===== src/rtl/addr_reg_ctrl_if.sv =====
// addr_reg_ctrl_if
// Groups the corner/frame/ack inputs and the bank-write/batch outputs of the
// feature-point address write sequencer.
//   slave  : the sequencer itself (takes detector/matcher inputs, drives bank
//            write port and batch status)
//   master : the surrounding pipeline (detector, frame control, matcher)
// Signals:
//   cornerValid/cornerAddr : corner strobe and its pixel address
//   frameEnd               : one-cycle end-of-frame pulse
//   matchAck               : matcher has consumed the batch
//   refAddr/posAddr/posWe  : bank write port (data, slot, strobe)
//   posReaden/posCount     : batch valid and number of entries in it
//   dropCount              : saturating count of dropped corners
//   busy                   : sequencer is flushing or reporting
interface addr_reg_ctrl_if #(
    parameter int ADDR_W = 15,
    parameter int SLOT_W = 4,
    parameter int DROP_W = 8
) ();
    logic              cornerValid;
    logic [ADDR_W-1:0] cornerAddr;
    logic              frameEnd;
    logic              matchAck;
    logic [ADDR_W-1:0] refAddr;
    logic [SLOT_W-1:0] posAddr;
    logic              posWe;
    logic              posReaden;
    logic [SLOT_W:0]   posCount;
    logic [DROP_W-1:0] dropCount;
    logic              busy;

    modport slave (
        input  cornerValid, cornerAddr, frameEnd, matchAck,
        output refAddr, posAddr, posWe, posReaden, posCount, dropCount, busy
    );

    modport master (
        output cornerValid, cornerAddr, frameEnd, matchAck,
        input  refAddr, posAddr, posWe, posReaden, posCount, dropCount, busy
    );
endinterface


===== src/rtl/addr_reg_ctrl.sv =====
// addr_reg_ctrl
// Write sequencer for the 16-entry feature-point address bank. Each accepted
// corner is written to the next free slot; a full bank or an end of frame with
// at least one entry releases the batch to the matcher, which holds until
// acknowledged. Corners arriving while a batch is pending are dropped and
// counted (saturating).
// Ports:
//   clk   : single clock, rising edge
//   rst_n : synchronous active-low reset
//   bus   : addr_reg_ctrl_if.slave (see interface header for signal list)
module addr_reg_ctrl #(
    parameter int ADDR_W = 15,
    parameter int SLOT_W = 4,
    parameter int DROP_W = 8
) (
    input  logic            clk,
    input  logic            rst_n,
    addr_reg_ctrl_if.slave  bus
);

    typedef enum logic [1:0] {
        COLLECT = 2'd0,
        FLUSH   = 2'd1,
        REPORT  = 2'd2
    } state_e;

    localparam logic [SLOT_W:0]   COUNT_FULL = {1'b1, {SLOT_W{1'b0}}};
    localparam logic [SLOT_W:0]   COUNT_ZERO = {(SLOT_W+1){1'b0}};
    localparam logic [SLOT_W:0]   COUNT_ONE  = {{SLOT_W{1'b0}}, 1'b1};
    localparam logic [DROP_W-1:0] DROP_MAX   = {DROP_W{1'b1}};
    localparam logic [DROP_W-1:0] DROP_ONE   = {{(DROP_W-1){1'b0}}, 1'b1};

    state_e            state_q,      state_d;
    logic [ADDR_W-1:0] ref_addr_q,   ref_addr_d;
    logic [SLOT_W-1:0] pos_addr_q,   pos_addr_d;
    logic              pos_we_q,     pos_we_d;
    logic              pos_readen_q, pos_readen_d;
    logic [SLOT_W:0]   pos_count_q,  pos_count_d;
    logic [DROP_W-1:0] drop_count_q, drop_count_d;
    logic              busy_q,       busy_d;

    // Next-state and output computation for the collect/flush/report sequence.
    always_comb begin
        state_d      = state_q;
        ref_addr_d   = ref_addr_q;
        pos_addr_d   = pos_addr_q;
        pos_we_d     = 1'b0;
        pos_readen_d = pos_readen_q;
        pos_count_d  = pos_count_q;
        drop_count_d = drop_count_q;

        case (state_q)
            COLLECT: begin
                if (bus.cornerValid) begin
                    ref_addr_d  = bus.cornerAddr;
                    pos_addr_d  = pos_count_q[SLOT_W-1:0];
                    pos_we_d    = 1'b1;
                    pos_count_d = pos_count_q + COUNT_ONE;
                end else begin
                    pos_count_d = pos_count_q;
                end
                // Decisions use the count after any same-cycle corner, so a
                // corner coinciding with frameEnd joins the batch.
                if (pos_count_d == COUNT_FULL) begin
                    state_d = FLUSH;
                end else if (bus.frameEnd && (pos_count_d != COUNT_ZERO)) begin
                    state_d = FLUSH;
                end else begin
                    state_d = COLLECT;
                end
            end
            FLUSH: begin
                // One settle cycle for the last bank write before release.
                pos_readen_d = 1'b1;
                state_d      = REPORT;
            end
            REPORT: begin
                if (bus.matchAck) begin
                    pos_readen_d = 1'b0;
                    pos_count_d  = COUNT_ZERO;
                    state_d      = COLLECT;
                end else begin
                    state_d = REPORT;
                end
            end
            default: begin
                pos_readen_d = 1'b0;
                pos_count_d  = COUNT_ZERO;
                state_d      = COLLECT;
            end
        endcase

        // Any corner seen outside COLLECT (including the ack cycle) is dropped.
        if (bus.cornerValid && (state_q != COLLECT) && (drop_count_q != DROP_MAX)) begin
            drop_count_d = drop_count_q + DROP_ONE;
        end else begin
            drop_count_d = drop_count_d;
        end

        busy_d = (state_d != COLLECT);
    end

    // State and output registers with synchronous active-low reset.
    always_ff @(posedge clk) begin
        if (!rst_n) begin
            state_q      <= COLLECT;
            ref_addr_q   <= {ADDR_W{1'b0}};
            pos_addr_q   <= {SLOT_W{1'b0}};
            pos_we_q     <= 1'b0;
            pos_readen_q <= 1'b0;
            pos_count_q  <= COUNT_ZERO;
            drop_count_q <= {DROP_W{1'b0}};
            busy_q       <= 1'b0;
        end else begin
            state_q      <= state_d;
            ref_addr_q   <= ref_addr_d;
            pos_addr_q   <= pos_addr_d;
            pos_we_q     <= pos_we_d;
            pos_readen_q <= pos_readen_d;
            pos_count_q  <= pos_count_d;
            drop_count_q <= drop_count_d;
            busy_q       <= busy_d;
        end
    end

    assign bus.refAddr   = ref_addr_q;
    assign bus.posAddr   = pos_addr_q;
    assign bus.posWe     = pos_we_q;
    assign bus.posReaden = pos_readen_q;
    assign bus.posCount  = pos_count_q;
    assign bus.dropCount = drop_count_q;
    assign bus.busy      = busy_q;

endmodule


===== src/flat_wrapper.sv =====
// flat-port wrapper written by rule: the top's interface ports become plain ports
module addr_reg_ctrl_flat 
#(
    parameter int ADDR_W = 15,
    parameter int SLOT_W = 4,
    parameter int DROP_W = 8
)
  (clk, rst_n, bus_cornerValid, bus_cornerAddr, bus_frameEnd, bus_matchAck, bus_refAddr, bus_posAddr, bus_posWe, bus_posReaden, bus_posCount, bus_dropCount, bus_busy);
  addr_reg_ctrl_if #(.ADDR_W(ADDR_W), .SLOT_W(SLOT_W), .DROP_W(DROP_W)) bus_i ();
  input  logic clk;
  input  logic rst_n;
  input wire logic [$bits(bus_i.cornerValid)-1:0] bus_cornerValid;
  input wire logic [$bits(bus_i.cornerAddr)-1:0] bus_cornerAddr;
  input wire logic [$bits(bus_i.frameEnd)-1:0] bus_frameEnd;
  input wire logic [$bits(bus_i.matchAck)-1:0] bus_matchAck;
  output wire logic [$bits(bus_i.refAddr)-1:0] bus_refAddr;
  output wire logic [$bits(bus_i.posAddr)-1:0] bus_posAddr;
  output wire logic [$bits(bus_i.posWe)-1:0] bus_posWe;
  output wire logic [$bits(bus_i.posReaden)-1:0] bus_posReaden;
  output wire logic [$bits(bus_i.posCount)-1:0] bus_posCount;
  output wire logic [$bits(bus_i.dropCount)-1:0] bus_dropCount;
  output wire logic [$bits(bus_i.busy)-1:0] bus_busy;
  assign bus_i.cornerValid = bus_cornerValid;
  assign bus_i.cornerAddr = bus_cornerAddr;
  assign bus_i.frameEnd = bus_frameEnd;
  assign bus_i.matchAck = bus_matchAck;
  assign bus_refAddr = bus_i.refAddr;
  assign bus_posAddr = bus_i.posAddr;
  assign bus_posWe = bus_i.posWe;
  assign bus_posReaden = bus_i.posReaden;
  assign bus_posCount = bus_i.posCount;
  assign bus_dropCount = bus_i.dropCount;
  assign bus_busy = bus_i.busy;
  addr_reg_ctrl #(.ADDR_W(ADDR_W), .SLOT_W(SLOT_W), .DROP_W(DROP_W)) u_core (.clk(clk), .rst_n(rst_n), .bus(bus_i));
endmodule

===== config.mk =====
export PLATFORM = sky130hd
export DESIGN_NAME = addr_reg_ctrl_flat
export DESIGN_NICKNAME = d
export VERILOG_FILES = /design/src/rtl/addr_reg_ctrl_if.sv /design/src/rtl/addr_reg_ctrl.sv /design/src/flat_wrapper.sv
export SDC_FILE = /design/constraint.sdc
export NUM_CORES = 1
export LEC_CHECK = 0
export BUFFER_PORTS_ARGS = -buffer_cell sky130_fd_sc_hd__buf_2
export CORE_MARGIN = 2
export CORE_UTILIZATION = 48
export DETAILED_ROUTE_END_ITERATION = 6
export GPL_ROUTABILITY_DRIVEN = 0
export PLACE_DENSITY = 0.78
export SYNTH_ARGS = -nofsm -noshare
export SYNTH_HDL_FRONTEND = slang
export SYNTH_SLANG_ARGS = --single-unit

===== constraint.sdc =====
create_clock -name clk -period 1.9 [get_ports clk]
set_input_delay 0.38 -clock clk [delete_from_list [all_inputs] [get_ports clk]]
set_output_delay 0.38 -clock clk [all_outputs]
set_load 0.005 [all_outputs]

# Yosys cells after proc, flatten, opt, wreduce, memory -nomap -nowiden
# Cells that the tools add are included.
# Widths: inputs -> output; s select.
word_totals:
  out_inout_bits: 35
  in_bits: 20
  wordCells: 39
  regBits: 37
classes:
  n_mux: 11
  bitwise_logic: 2
  n_eq_ne: 5
  reduce_logical: 11
  addsub: 2
op_table:
  columns: ["cell", "n"]
  rows:
  - ["$mux 5", 3]
  - ["$pmux 5 s3", 1]
  - ["$add 8x1->8 const B", 1]
  - ["$ne 8x8->1 const B", 1]
  - ["$reduce_and 2->1", 4]
  - ["$pmux 2 s3", 1]
  - ["$add 5x1->5 const B", 1]
  - ["$eq 5x5->1 const B", 1]
  - ["$reduce_bool 5->1", 1]
  - ["$mux 2", 2]
  - ["$reduce_bool 2->1", 2]
  - ["$logic_and 1x1->1", 3]
  - ["$mux 1", 3]
  - ["$pmux 1 s3", 1]
  - ["$eq 2x1->1 const B", 1]
  - ["$eq 2x2->1 const B", 1]
  - ["$logic_not 2->1", 1]
  - ["$ne 2x2->1 const B", 1]
  - ["$not 1->1", 2]

# Depth between registers and ports, before layout
# Gate-level depths: netlist of run 1.
depth:
  depth_word: 9
  mapped_depth: 6
  ltp_nobuf: 5

# Least setup slack after synthesis of run 1
# Ideal clock, no wire load.
synth_timing:
  path_type: "reg-to-reg"
  from: "register u_core.pos_count_q[0], in the netlist u_core.bus.posCount[0]"
  to: "register u_core.busy_q, in the netlist u_core.bus.busy"
  n_path_buf: 0
  setup_time_ns: 0.131
  path_slack_ns: 0.401
  period_less_slack_ns: 1.499
  stages_incl_launch_ff: 5
  t_arrival_ns: 1.368
  required_time_ns: 1.769
  path_cell_list: "dfxtp_1 ha_1 a2111oi_1 or3_1 o211ai_2"
synth_between:
  elab_chain_len: 9
  word_cells_on_any_way: 10
  cone_classes: "add/sub: 1; eq/ne: 1; mux: 5; reduce/logical: 3"
synth_lines:
  columns: ["element", "line_no", "source"]
  rows:
  - ["start, declared", "addr_reg_ctrl.sv:38", "logic [SLOT_W:0] pos_count_q, pos_count_d;"]
  - ["start signal, assigned", "addr_reg_ctrl.sv:120", "pos_count_q <= pos_count_d;"]
  - ["$add 5x1->5", "addr_reg_ctrl.sv:58", "pos_count_d = pos_count_q + COUNT_ONE;"]
  - ["$mux 5 *", "addr_reg_ctrl.sv:54", "if (bus.cornerValid) begin"]
  - ["$mux 5 *", "addr_reg_ctrl.sv:52", "case (state_q)"]
  - ["$reduce_bool 5->1", "addr_reg_ctrl.sv:66", "end else if (bus.frameEnd && (pos_count_d != COUNT_ZERO)) begin"]
  - ["$logic_and 1x1->1", "addr_reg_ctrl.sv:66", null]
  - ["$mux 1", "addr_reg_ctrl.sv:66", null]
  - ["$mux 2 *", "addr_reg_ctrl.sv:64", "if (pos_count_d == COUNT_FULL) begin"]
  - ["$pmux 2 s3 *", "addr_reg_ctrl.sv:52", null]
  - ["$reduce_bool 2->1 *", "addr_reg_ctrl.sv:100", "busy_d = (state_d != COLLECT);"]
  - ["end signal, assigned", "addr_reg_ctrl.sv:122", "busy_q <= busy_d;"]
  - ["end, declared", "addr_reg_ctrl.sv:40", "logic busy_q, busy_d;"]
# Every way passes the cells marked *; elsewhere a longest branch is shown, timed or not. The select of a mux whose other input is x is not followed.
# A chain may end at the register's enable or synchronous reset.

# Final worst setup path of run 1
# Ends and elaborated chain as after synthesis.

==> summary.md, run 1 <==
| Metric | Value |
|---|---|
| Run status | `finished clean` |
| Crit path time final | `between 1.5 and 2 ns` |
| Top sig layer | `met4` |
| Hold depth | `3` |
| Design Power | `0.001700 W` |
| Worst reg2reg path depth | `5` |
| Critical-path cell list | `ha_1, nand2_1, a2111oi_1, or3_1, o211ai_2` |
| Initial antenna violation count | `0` |
| Gate Count Post-Synth | `180` |
| Mapped cell area | `0.001529 sq mm` |
| Avg Vias per Cell | `around 4.9` |
| Clock latency on the worst-skew pair | `around 0.34 ns` |
| Leakage Power | `about 0.84 nW` |
| Drt total wl | `around 3200 microns` |
| DP Worst Slack | `0.2797 ns` |
| Setup bufs post-CTS | `0` |
| Int Power | `roughly 0.0012 W` |
| Combinational power share | `between 20 and 25%` |
| CTS Buffer Depth | `2` |
| Placed cell areas | `between 0.0015 and 0.002 sq mm` |
| # rows | `20` |
| CP max-delay cell | `dfxtp_1` |
| Post_cts resized | `0` |
| Largest cells by area after synthesis | `dfxtp_1 48%, nand2_1 11%, a21oi_1 7.5%` |
| Setup_tns | `0 ns` |
| CTS tree | `yes` |
| DRC | `0` |
| Gr ovfl total | `0` |
| Vias in the first global route | `~1200` |
| Core area | `between 0.003 and 0.004 sq mm` |
| CTS Buf Count | `5` |
| Synth Register Bits | `37` |
| Critical path class | `flop to flop` |
| Setup crit end kind | `flop` |
| Initial core utilization | `50.08%` |
| RSZ-0062 raised after global routing | `no` |
| Relative slew slack | `60.07%` |
| Ys flop type | `dfxtp_1` |
| PwrDens | `between 800 and 900 mW/mm^2` |
| CP required | `between 2 and 2.5 ns` |
| Synth area leader | `dfxtp_1` |
| Sequential share of the synthesized area | `between 40% and 50%` |
| M1 WL | `approximately 1500 microns` |
| Ports | `55` |
| Final nets | `between 200 and 300` |
| Commonest cells in the netlist | `46 x nand2_1, 37 x dfxtp_1, 23 x a21oi_1` |
| Smallest hold slack | `approximately 0.27 ns` |
| Launch point of the worst path | `u_core.bus.posCount[0]` |
| Worst Hold End | `u_core.bus.refAddr[1]` |
| Sw Pwr | `roughly 0.00053 W` |
| N_diodes | `0` |
| Crit path launch type | `flop` |
| Global-route wire length before repair | `~5000 microns` |
| Final setup violation count | `0` |
| Max-slew violations | `0` |
| Final Hold Viols | `0` |
| Syn nets | `between 200 and 250` |
| Mean Syn Cell Area | `roughly 8.5 sq um` |
| Max incr delay on CP | `0.49 ns` |
| Share of the synthesized area in the top cell type | `about half` |
| CP arrival | `roughly 1.9 ns` |
| Total GRT Usage | `~18%` |
| Design Area, Final | `roughly 0.0019 sq mm` |
| Flop-to-flop setup slack | `between 0.2 and 0.25 ns` |
| Count leader, synth | `nand2_1` |
| Overall die area | `roughly 0.0037 sq mm` |
| Syn-to-layout area delta | `23.90%` |
| Clock root cell | `clkbuf_4` |
| # clock sinks | `37` |
| Share of layout cells above drive strength 1 | `30.13%` |
| CP Max Fanout | `9` |
| Largest net degree at the start of global routing | `26` |
| Buffers added on ports | `between 50 and 60` |
| Setup WS post-layout | `about 0.24 ns` |
| Synth async-reset ratio | `0%` |
| Switching share of power | `between 30% and 40%` |
| Peak supply drop | `0.0005581 V` |
| Die Y | `a little over 60 microns` |
| Yosys warning count | `0` |
| Hold wc startpoint | `bus_cornerAddr[1]` |
| DR pass1 iterations | `5` |
| Met3 wire length | `235 microns` |
| Die Wd | `60.44 microns` |
| Clk pwr share | `a little under a quarter` |
| Starting DRT DRC Count | `81` |
| Number of synthesized flops with an enable pin | `0` |
| FF-to-FF End | `u_core.bus.busy` |
| DRT antenna net count | `0` |
| Crit Reg-Reg Startpoint | `u_core.bus.posCount[0]` |
| CTS Hold Bufs | `0` |
| Maximum clock rate | `between 0.6 and 0.7 GHz` |
| Max Cap Viol | `0` |
| Flop pwr share | `54.4%` |
| Post-route clock period utilization | `~87%` |
| Distinct cells, synth | `42` |
| Clock skew | `a little under 0.007 ns` |
| Vias | `approximately 1400` |
| Hpwl dp | `around 2200 microns` |
| Clk pin slew, worst setup/hold paths | `0.11 ns` |
| Worst hold-check path type | `input pin to flop` |
| Wire per inst | `approximately 11 microns` |
| Met2 WL post-DR | `approximately 1400 microns` |
| Worst Max-Slew Pin Slew | `about 0.6 ns` |
| CTS H-tree lvls | `2` |
-- final cells by class --
class                      instances  area, sq um
clock buffer                       6        41.29
inverter                           5        18.77
fill                             295         1159
multi-input combinational        132        735.7
clock inverter                     2        10.01
sequential                        37        740.7
tap                               44        55.05
timing repair buffer              57        292.8
-- per-layer routing --
layer,global-route usage [%],vias up
met2,30.43,46
li1,-,731
met5,0,-
met4,7.453,0
met1,22.07,609
met3,6.397,4
-- how the worst max path moves through the flow --
stage	to	cells after the start	slack, ns
final	u_core.bus.busy	5	0.24
after global routing	u_core.bus.busy	5	0.11
after CTS	u_core.bus.busy	4	0.25
after detailed placement	u_core.bus.busy	4	0.28
after global placement	u_core.bus.busy	4	0.34
after floorplan	u_core.bus.busy	4	0.40
-- cells by family (layout without fill, tap and decap cells) --
group           count (synthesis)  after routing  synth area share, %
flops                          37             37                48.45
fa+ha+maj                       2              2                1.636
buf+inv                        11             70                3.436
xor+xnor                        4              4                2.291
simple gates                   80             80                25.12
mux                             1              1               0.6547
compound gates                 45             45                18.41
-- registers in the layout, indices dropped and copies added, names as in the netlist --
register              flops
u_core.bus.refAddr       15
u_core.bus.dropCount      8
u_core.bus.posCount       5
u_core.bus.posAddr        4
u_core.state_q            2
u_core.bus.busy           1
u_core.bus.posReaden      1
u_core.bus.posWe          1
-- power groups by stage --
stage	sequential [W]	clock, W	combinational [W]
detailed placement	0.000941	0	0.000381
finish	0.000924	0.000396	0.000379
CTS	0.000924	0.000414	0.000383
global route	0.000937	0.000450	0.000429
floorplan	0.000942	0	0.000237
global placement	0.000937	0	0.000378
-- metrics by stage --
step / std cells / util [%]
3_5_place_dp: 275 / 60.37
3_3_place_gp: 275 / 60.37
4_1_cts: 283 / 62.05
2_1_floorplan: 180 / -
5_1_grt: 283 / 62.05
6_report: 283 / 62.05
-- placed cells by master, fill, tap and decap left out, drive strengths merged, types with 2 or more instances in the layout --
cell type,n
a211oi,2
a21oi,24
and2,3
buf,57
clkbuf,6
clkinv,2
dfxtp,37
ha,2
inv,5
nand2,46
nand3,4
nand4,2
nor2,10
nor3b,4
nor4,2
o21ai,8
o31ai,2
or3,3
xnor2,4
-- critical path, delay by kind of cell (launching register included) --
kind                     cells  cell delay, ns
flip-flops                   1            0.49
adder cells (fa/ha/maj)      1            0.26
AO/OA/AOI/OAI                2            0.50
AND/OR/NAND/NOR              2            0.29
(Power assumes the default switching activity.)
==> run 2, diff against run 1 <==
--- a/config.mk
+++ b/config.mk
@@ -6,10 +6,10 @@
 export NUM_CORES = 1
 export LEC_CHECK = 0
 export BUFFER_PORTS_ARGS = -buffer_cell sky130_fd_sc_hd__buf_2
-export CORE_MARGIN = 2
 export CORE_UTILIZATION = 48
 export DETAILED_ROUTE_END_ITERATION = 6
 export GPL_ROUTABILITY_DRIVEN = 0
+export GPL_TIMING_DRIVEN = 0
 export PLACE_DENSITY = 0.78
 export SYNTH_ARGS = -nofsm -noshare
 export SYNTH_HDL_FRONTEND = slang
==> run 2 against run 1 <==
Against the previous run:
- final cell count is 1.1% higher
- via count up 2.4%
- sequential cell count is the same
- hold slack got worse by 0.015 ns
- non-clock buffer count is 3 higher
- critical path depth unchanged
- sequential share of layout area fell by 0.98 points
==> summary.md, run 2 (same netlist as run 1, synthesis figures left out) <==
| Metric | Value |
|---|---|
| Run status | `finished clean` |
| Die Y | `58.44 microns (-3.3%)` |
| CTS tree | `yes` |
| Max reg flops | `15 (unchanged)` |
| CTS Buf Count | `5 (unchanged)` |
| Post_cts resized | `0 (unchanged)` |
| Clock latency on the worst-skew pair | `0.34 ns (about the same)` |
| DRC | `0 (unchanged)` |
| Buffers added on ports | `54 (unchanged)` |
| Final Hold Viols | `0 (unchanged)` |
| Worst hold-check path type | `input pin to flop` |
| Setup_tns | `0 ns (unchanged)` |
| # rows | `20 (unchanged)` |
| Commonest non-fill, non-tap cell in the layout | `buf_2` |
| DR pass1 iterations | `4 (-1)` |
| Hold wc startpoint | `bus_cornerAddr[1]` |
| Clock root cell | `clkbuf_4` |
| Core area | `0.003028 sq mm (-0.82%)` |
| Ports | `55 (unchanged)` |
| Clock skew | `0.007145 ns (+0.0002562 ns)` |
| Total GRT Usage | `20.38% (+2.0 points)` |
| Wire per inst | `11.12 microns (-0.89%)` |
| Clk pin slew, worst setup/hold paths | `0.11 ns (about the same)` |
| CP max-delay cell | `dfxtp_1` |
| Commonest non-fill, non-tap cells in the layout | `57 x buf_2, 46 x nand2_1, 37 x dfxtp_1` |
| Flop-to-flop setup slack | `0.18 ns (-0.07 ns)` |
| Worst Max-Slew Pin Slew | `0.4711 ns (-0.1264 ns)` |
| CTS Buffer Depth | `2 (unchanged)` |
| Final setup violation count | `0 (unchanged)` |
| Die Wd | `58.44 microns (-3.3%)` |
| Design Area, Final | `0.001943 sq mm (+2.6%)` |
| Peak supply drop | `0.0004552 V (-18%)` |
| FF-to-FF End | `u_core.bus.busy` |
| Leakage Power | `0.8618 nW (+2.2%)` |
| # clock sinks | `37 (unchanged)` |
| Starting DRT DRC Count | `50 (-38%)` |
| CP bufs+invs | `0 (unchanged)` |
| Maximum clock rate | `0.5799 GHz (-4.0%)` |
| Critical path class | `flop to flop` |
| Vias in the first global route | `1231 (+6.7%)` |
| Relative slew slack | `68.51% (+8.4 points)` |
| Avg Vias per Cell | `4.979 (+1.4%)` |
| Crit path time final | `1.724 ns (+0.06872 ns)` |
| Initial antenna violation count | `0 (unchanged)` |
| Placed cell areas | `0.001854 sq mm (+0.61%)` |
| Worst reg2reg path depth | `5 (unchanged)` |
| CTS Hold Bufs | `0 (unchanged)` |
| Global-route wire length before repair | `5340 microns (+6.2%)` |
| Hpwl dp | `2339 microns (+4.6%)` |
| Max-slew violations | `0 (unchanged)` |
| Syn-to-layout area delta | `27.09%` |
| DRT antenna net count | `0 (unchanged)` |
| Max Cap Viol | `0 (unchanged)` |
| Gr ovfl total | `0 (unchanged)` |
| PwrDens | `969.6 mW/mm^2 (+8.0%)` |
| Hold depth | `3 (unchanged)` |
| Register area | `740.7 sq um (unchanged)` |
| Met3 Use GR | `5.934% (-0.46 points)` |
| CP Max Fanout | `9 (unchanged)` |
| Crit Reg-Reg Startpoint | `u_core.bus.posCount[0]` |
| CP arrival | `1.95 ns (+0.07 ns)` |
| Max incr delay on CP | `0.50 ns (about the same)` |
| Vias | `1424 (+2.4%)` |
| Overall die area | `0.003415 sq mm (-6.5%)` |
| CP Depth | `5 (unchanged)` |
| Grt peak-use layer | `met2` |
| Worst Hold End | `u_core.bus.refAddr[1]` |
| RSZ-0062 raised after global routing | `no` |
| Drt total wl | `3181 microns (+0.16%)` |
| Setup crit end kind | `flop` |
| Largest delay contributor family on the critical path | `compound AO/OA/AOI/OAI gates` |
| Post-route clock period utilization | `90.76% (+3.6 points)` |
| Final nets | `263 (+1.2%)` |
| GR Layer Usage met1 | `25.91% (+3.8 points)` |
| Critical-path cell list | `ha_1, nand2_1, a2111oi_1, or3_1, o211ai_2` |
| GR Util met2 | `32.68% (+2.2 points)` |
| Setup bufs post-CTS | `0 (unchanged)` |
| Area of the multi-input gates | `735.7 sq um (unchanged)` |
| Crit path launch type | `flop` |
| Filler cell count | `295 (unchanged)` |
| Largest net degree at the start of global routing | `13 (-50%)` |
| Initial core utilization | `50.50% (+0.41 points)` |
| N_diodes | `0 (unchanged)` |
| CP required | `2.13 ns (about the same)` |
| CTS H-tree lvls | `2 (unchanged)` |
| Share of layout cells above drive strength 1 | `30.58% (+0.45 points)` |
==> run 2: worst register-to-register path, cell delays in order (launching register included) <==
cell and delay (ns):
dfxtp_1 0.50, ha_1 0.27, nand2_1 0.09, a2111oi_1 0.45, or3_1 0.21, o211ai_2 0.09
==> run 2: worst max-delay path by stage <==
stage	start	endpoint	slack, ns
2_1_floorplan	u_core.bus.posCount[0]	u_core.bus.busy	0.40
3_3_place_gp	u_core.bus.posCount[0]	u_core.bus.busy	0.23
3_5_place_dp	u_core.bus.posCount[0]	u_core.bus.busy	0.23
4_1_cts	u_core.bus.posCount[0]	u_core.bus.busy	0.21
5_1_grt	u_core.bus.posCount[0]	u_core.bus.busy	0.01
6_report	u_core.bus.posCount[0]	u_core.bus.busy	0.18
==> run 2: through the flow <==
stage          worst slack, ns  hold slack (ns)  cells  total power, W  utilization (%)
2_1_floorplan           0.4006           0.4527    180        0.001179                -
3_3_place_gp            0.2285           0.4394    278        0.001317            61.24
3_5_place_dp            0.2333           0.4442    278        0.001327            61.24
4_1_cts                 0.2097           0.2437    286        0.001904            64.17
5_1_grt                0.01484           0.2424    286        0.002002            64.17
6_report                0.1756           0.2559    286        0.001884            64.17
==> run 2: per-layer routing <==
| metal | up-vias | share of wire (%) |
|---|---|---|
| met3 | 5 | 5.9 |
| met2 | 38 | 45 |
| met4 | 0 | 1.6 |
| met1 | 641 | 47 |
| li1 | 740 | - |
| met5 | - | 0 |
==> run 2: cell type report <==
class,instances,area share (%)
Buffer,6,1.739
Clock buffer,6,2.640
Clock inverter,2,1.932
Inverter,5,0.9659
Multi-Input combinational cell,132,37.86
Sequential cell,37,38.12
Tap cell,44,2.833
Timing Repair Buffer,54,13.91
==> run 2: report_power, final <==
part           internal [W]  leakage (nW)  switching [W]
combinational      0.000179         0.515       0.000200
clock              0.000313        0.0445       0.000266
sequential         0.000852         0.302      0.0000742
==> run 3, diff against run 2 <==
--- a/config.mk
+++ b/config.mk
@@ -11,6 +11,7 @@
 export GPL_ROUTABILITY_DRIVEN = 0
 export GPL_TIMING_DRIVEN = 0
 export PLACE_DENSITY = 0.78
+export RECOVER_POWER = 100
 export SYNTH_ARGS = -nofsm -noshare
 export SYNTH_HDL_FRONTEND = slang
 export SYNTH_SLANG_ARGS = --single-unit
==> run 3 against run 2 <==
Against the previous run:
- sequential share of layout area up 0.70 points
- setup slack worse by 0.025 ns
- wire length up 1.2%
- die area unchanged
- largest power group unchanged
- clock-buffer cell count unchanged
- register-to-register slack worse by 0.02 ns
- utilization down 1.2 points
- sequential cell count unchanged
- cell area down 1.8%
==> summary.md, run 3 (same netlist as run 1, synthesis figures left out) <==
| Metric | Value |
|---|---|
| Clock skew | `0.006083 ns (-0.001063 ns)` |
| Setup bufs post-CTS | `0 (unchanged)` |
| Overall die area | `0.003415 sq mm (unchanged)` |
| Area of the multi-input gates | `715.7 sq um (-2.7%)` |
| Run status | `finished clean` |
| Commonest non-fill, non-tap cell in the layout | `nand2_1` |
| Final Hold Viols | `0 (unchanged)` |
| Max reg flops | `15 (unchanged)` |
| Max-slew violations | `0 (unchanged)` |
| CTS H-tree lvls | `2 (unchanged)` |
| Crit path time final | `1.749 ns (+0.02482 ns)` |
| Core area | `0.003028 sq mm (unchanged)` |
| Final nets | `263 (unchanged)` |
| PwrDens | `977.8 mW/mm^2 (+0.85%)` |
| Initial antenna violation count | `0 (unchanged)` |
| Final setup violation count | `0 (unchanged)` |
| Gr ovfl total | `0 (unchanged)` |
| CP arrival | `1.99 ns (+0.04 ns)` |
| N_diodes | `0 (unchanged)` |
| CP required | `2.14 ns (about the same)` |
| CTS Buffer Depth | `2 (unchanged)` |
| Setup crit end kind | `flop` |
| Share of layout cells above drive strength 1 | `23.55% (-7.0 points)` |
| Placed cell areas | `0.001854 sq mm (unchanged)` |
| Design Area, Final | `0.001908 sq mm (-1.8%)` |
| Register area | `740.7 sq um (unchanged)` |
| Worst Max-Slew Pin Slew | `0.5414 ns (+0.07030 ns)` |
| Global-route wire length before repair | `5340 microns (unchanged)` |
| Vias | `1428 (+0.28%)` |
| Leakage Power | `0.8052 nW (-6.6%)` |
| Clk pin slew, worst setup/hold paths | `0.11 ns (about the same)` |
| Initial core utilization | `50.50% (unchanged)` |
| Launch point of the worst path | `u_core.bus.dropCount[0]` |
| Setup WS post-layout | `0.1508 ns (-0.02482 ns)` |
| Relative slew slack | `63.83% (-4.7 points)` |
| Worst hold-check path type | `input pin to flop` |
| Wire per inst | `11.26 microns (+1.2%)` |
| Drt total wl | `3219 microns (+1.2%)` |
| Critical path class | `flop to flop` |
| Peak supply drop | `0.0004552 V (about the same)` |
| CTS Hold Bufs | `0 (unchanged)` |
| Die Y | `58.44 microns (unchanged)` |
| Hpwl dp | `2339 microns (unchanged)` |
| Worst reg2reg path depth | `5 (unchanged)` |
| DP Worst Slack | `0.2333 ns (unchanged)` |
| Hold wc startpoint | `bus_cornerAddr[1]` |
| Syn-to-layout area delta | `24.80%` |
| DRT antenna net count | `0 (unchanged)` |
| # clock sinks | `37 (unchanged)` |
| Clock latency on the worst-skew pair | `0.34 ns (about the same)` |
| Crit Reg-Reg Startpoint | `u_core.bus.dropCount[0]` |
| Post_cts resized | `0 (unchanged)` |
| Crit path launch type | `flop` |
| Clock root cell | `clkbuf_4` |
| RSZ-0062 raised after global routing | `no` |
| Maximum clock rate | `0.5717 GHz (-1.4%)` |
| Ports | `55 (unchanged)` |
| Avg Vias per Cell | `4.993 (+0.28%)` |
| Die Wd | `58.44 microns (unchanged)` |
| Fin util | `63.02% (-1.2 points)` |
| Buffers added on ports | `54 (unchanged)` |
| # rows | `20 (unchanged)` |
| DR pass1 iterations | `4 (unchanged)` |
| Vias in the first global route | `1231 (unchanged)` |
| CP Max Fanout | `5 (-4)` |
| Hold depth | `3 (unchanged)` |
| Largest net degree at the start of global routing | `13 (unchanged)` |
| Starting DRT DRC Count | `52 (+4.0%)` |
| CTS tree | `yes` |
| CTS Buf Count | `5 (unchanged)` |
| Commonest non-fill, non-tap cells in the layout | `46 x nand2_1, 44 x buf_2, 37 x dfxtp_1` |
| Max Cap Viol | `0 (unchanged)` |
| Total GRT Usage | `20.38% (unchanged)` |
| Filler cell count | `309 (+4.7%)` |
| Setup_tns | `0 ns (unchanged)` |
| DRC | `0 (unchanged)` |
| Smallest hold slack | `0.2575 ns (+0.001605 ns)` |
| Post-route clock period utilization | `92.06% (+1.3 points)` |
[run 3: final cells by class]
class / count / area share, %
Sequential cell: 37 / 38.82
Multi-Input combinational cell: 132 / 37.51
Timing Repair Buffer: 54 / 13.44
Tap cell: 44 / 2.885
Clock buffer: 6 / 2.689
Clock inverter: 2 / 1.967
Buffer: 6 / 1.705
Inverter: 5 / 0.9836
[run 3: metal layers]
metal / track usage, % / share of wire [%] / routed length (microns) / vias up
li1: - / - / - / 742
met1: 25.91 / 48 / 1534 / 640
met2: 32.68 / 44 / 1429 / 41
met3: 5.934 / 6.2 / 201 / 5
met4: 8.163 / 1.6 / 53 / 0
met5: 0 / 0 / 0 / -
[run 3: path summary, 6_finish.rpt]
| check | endpoint | slack [ns] |
|---|---|---|
| max reg2reg | u_core.bus.dropCount[7] | 0.15 |
| min | u_core.bus.refAddr[1] | 0.26 |
| max | u_core.bus.dropCount[7] | 0.15 |
| min reg2reg | u_core.bus.refAddr[10] | 0.46 |
[run 3: where the power goes]
group	switching, W	leakage (nW)	internal (W)
logic	0.000197	0.459	0.000169
clock network	0.000261	0.0445	0.000313
registers	0.0000736	0.302	0.000852
[run 3: through the flow]
step / instances / total power (W)
after CTS: 286 / 0.001904
final: 286 / 0.001866
after global placement: 278 / 0.001317
after detailed placement: 278 / 0.001327
after global routing: 286 / 0.001986
after floorplan: 180 / 0.001179
[run 3: critical path, cell delays in order, from the launching register on]
cell	delay (ns)
dfxtp_1	0.37
ha_1	0.26
and4_1	0.27
nor4_1	0.51
a21o_1	0.19
a21oi_1	0.05
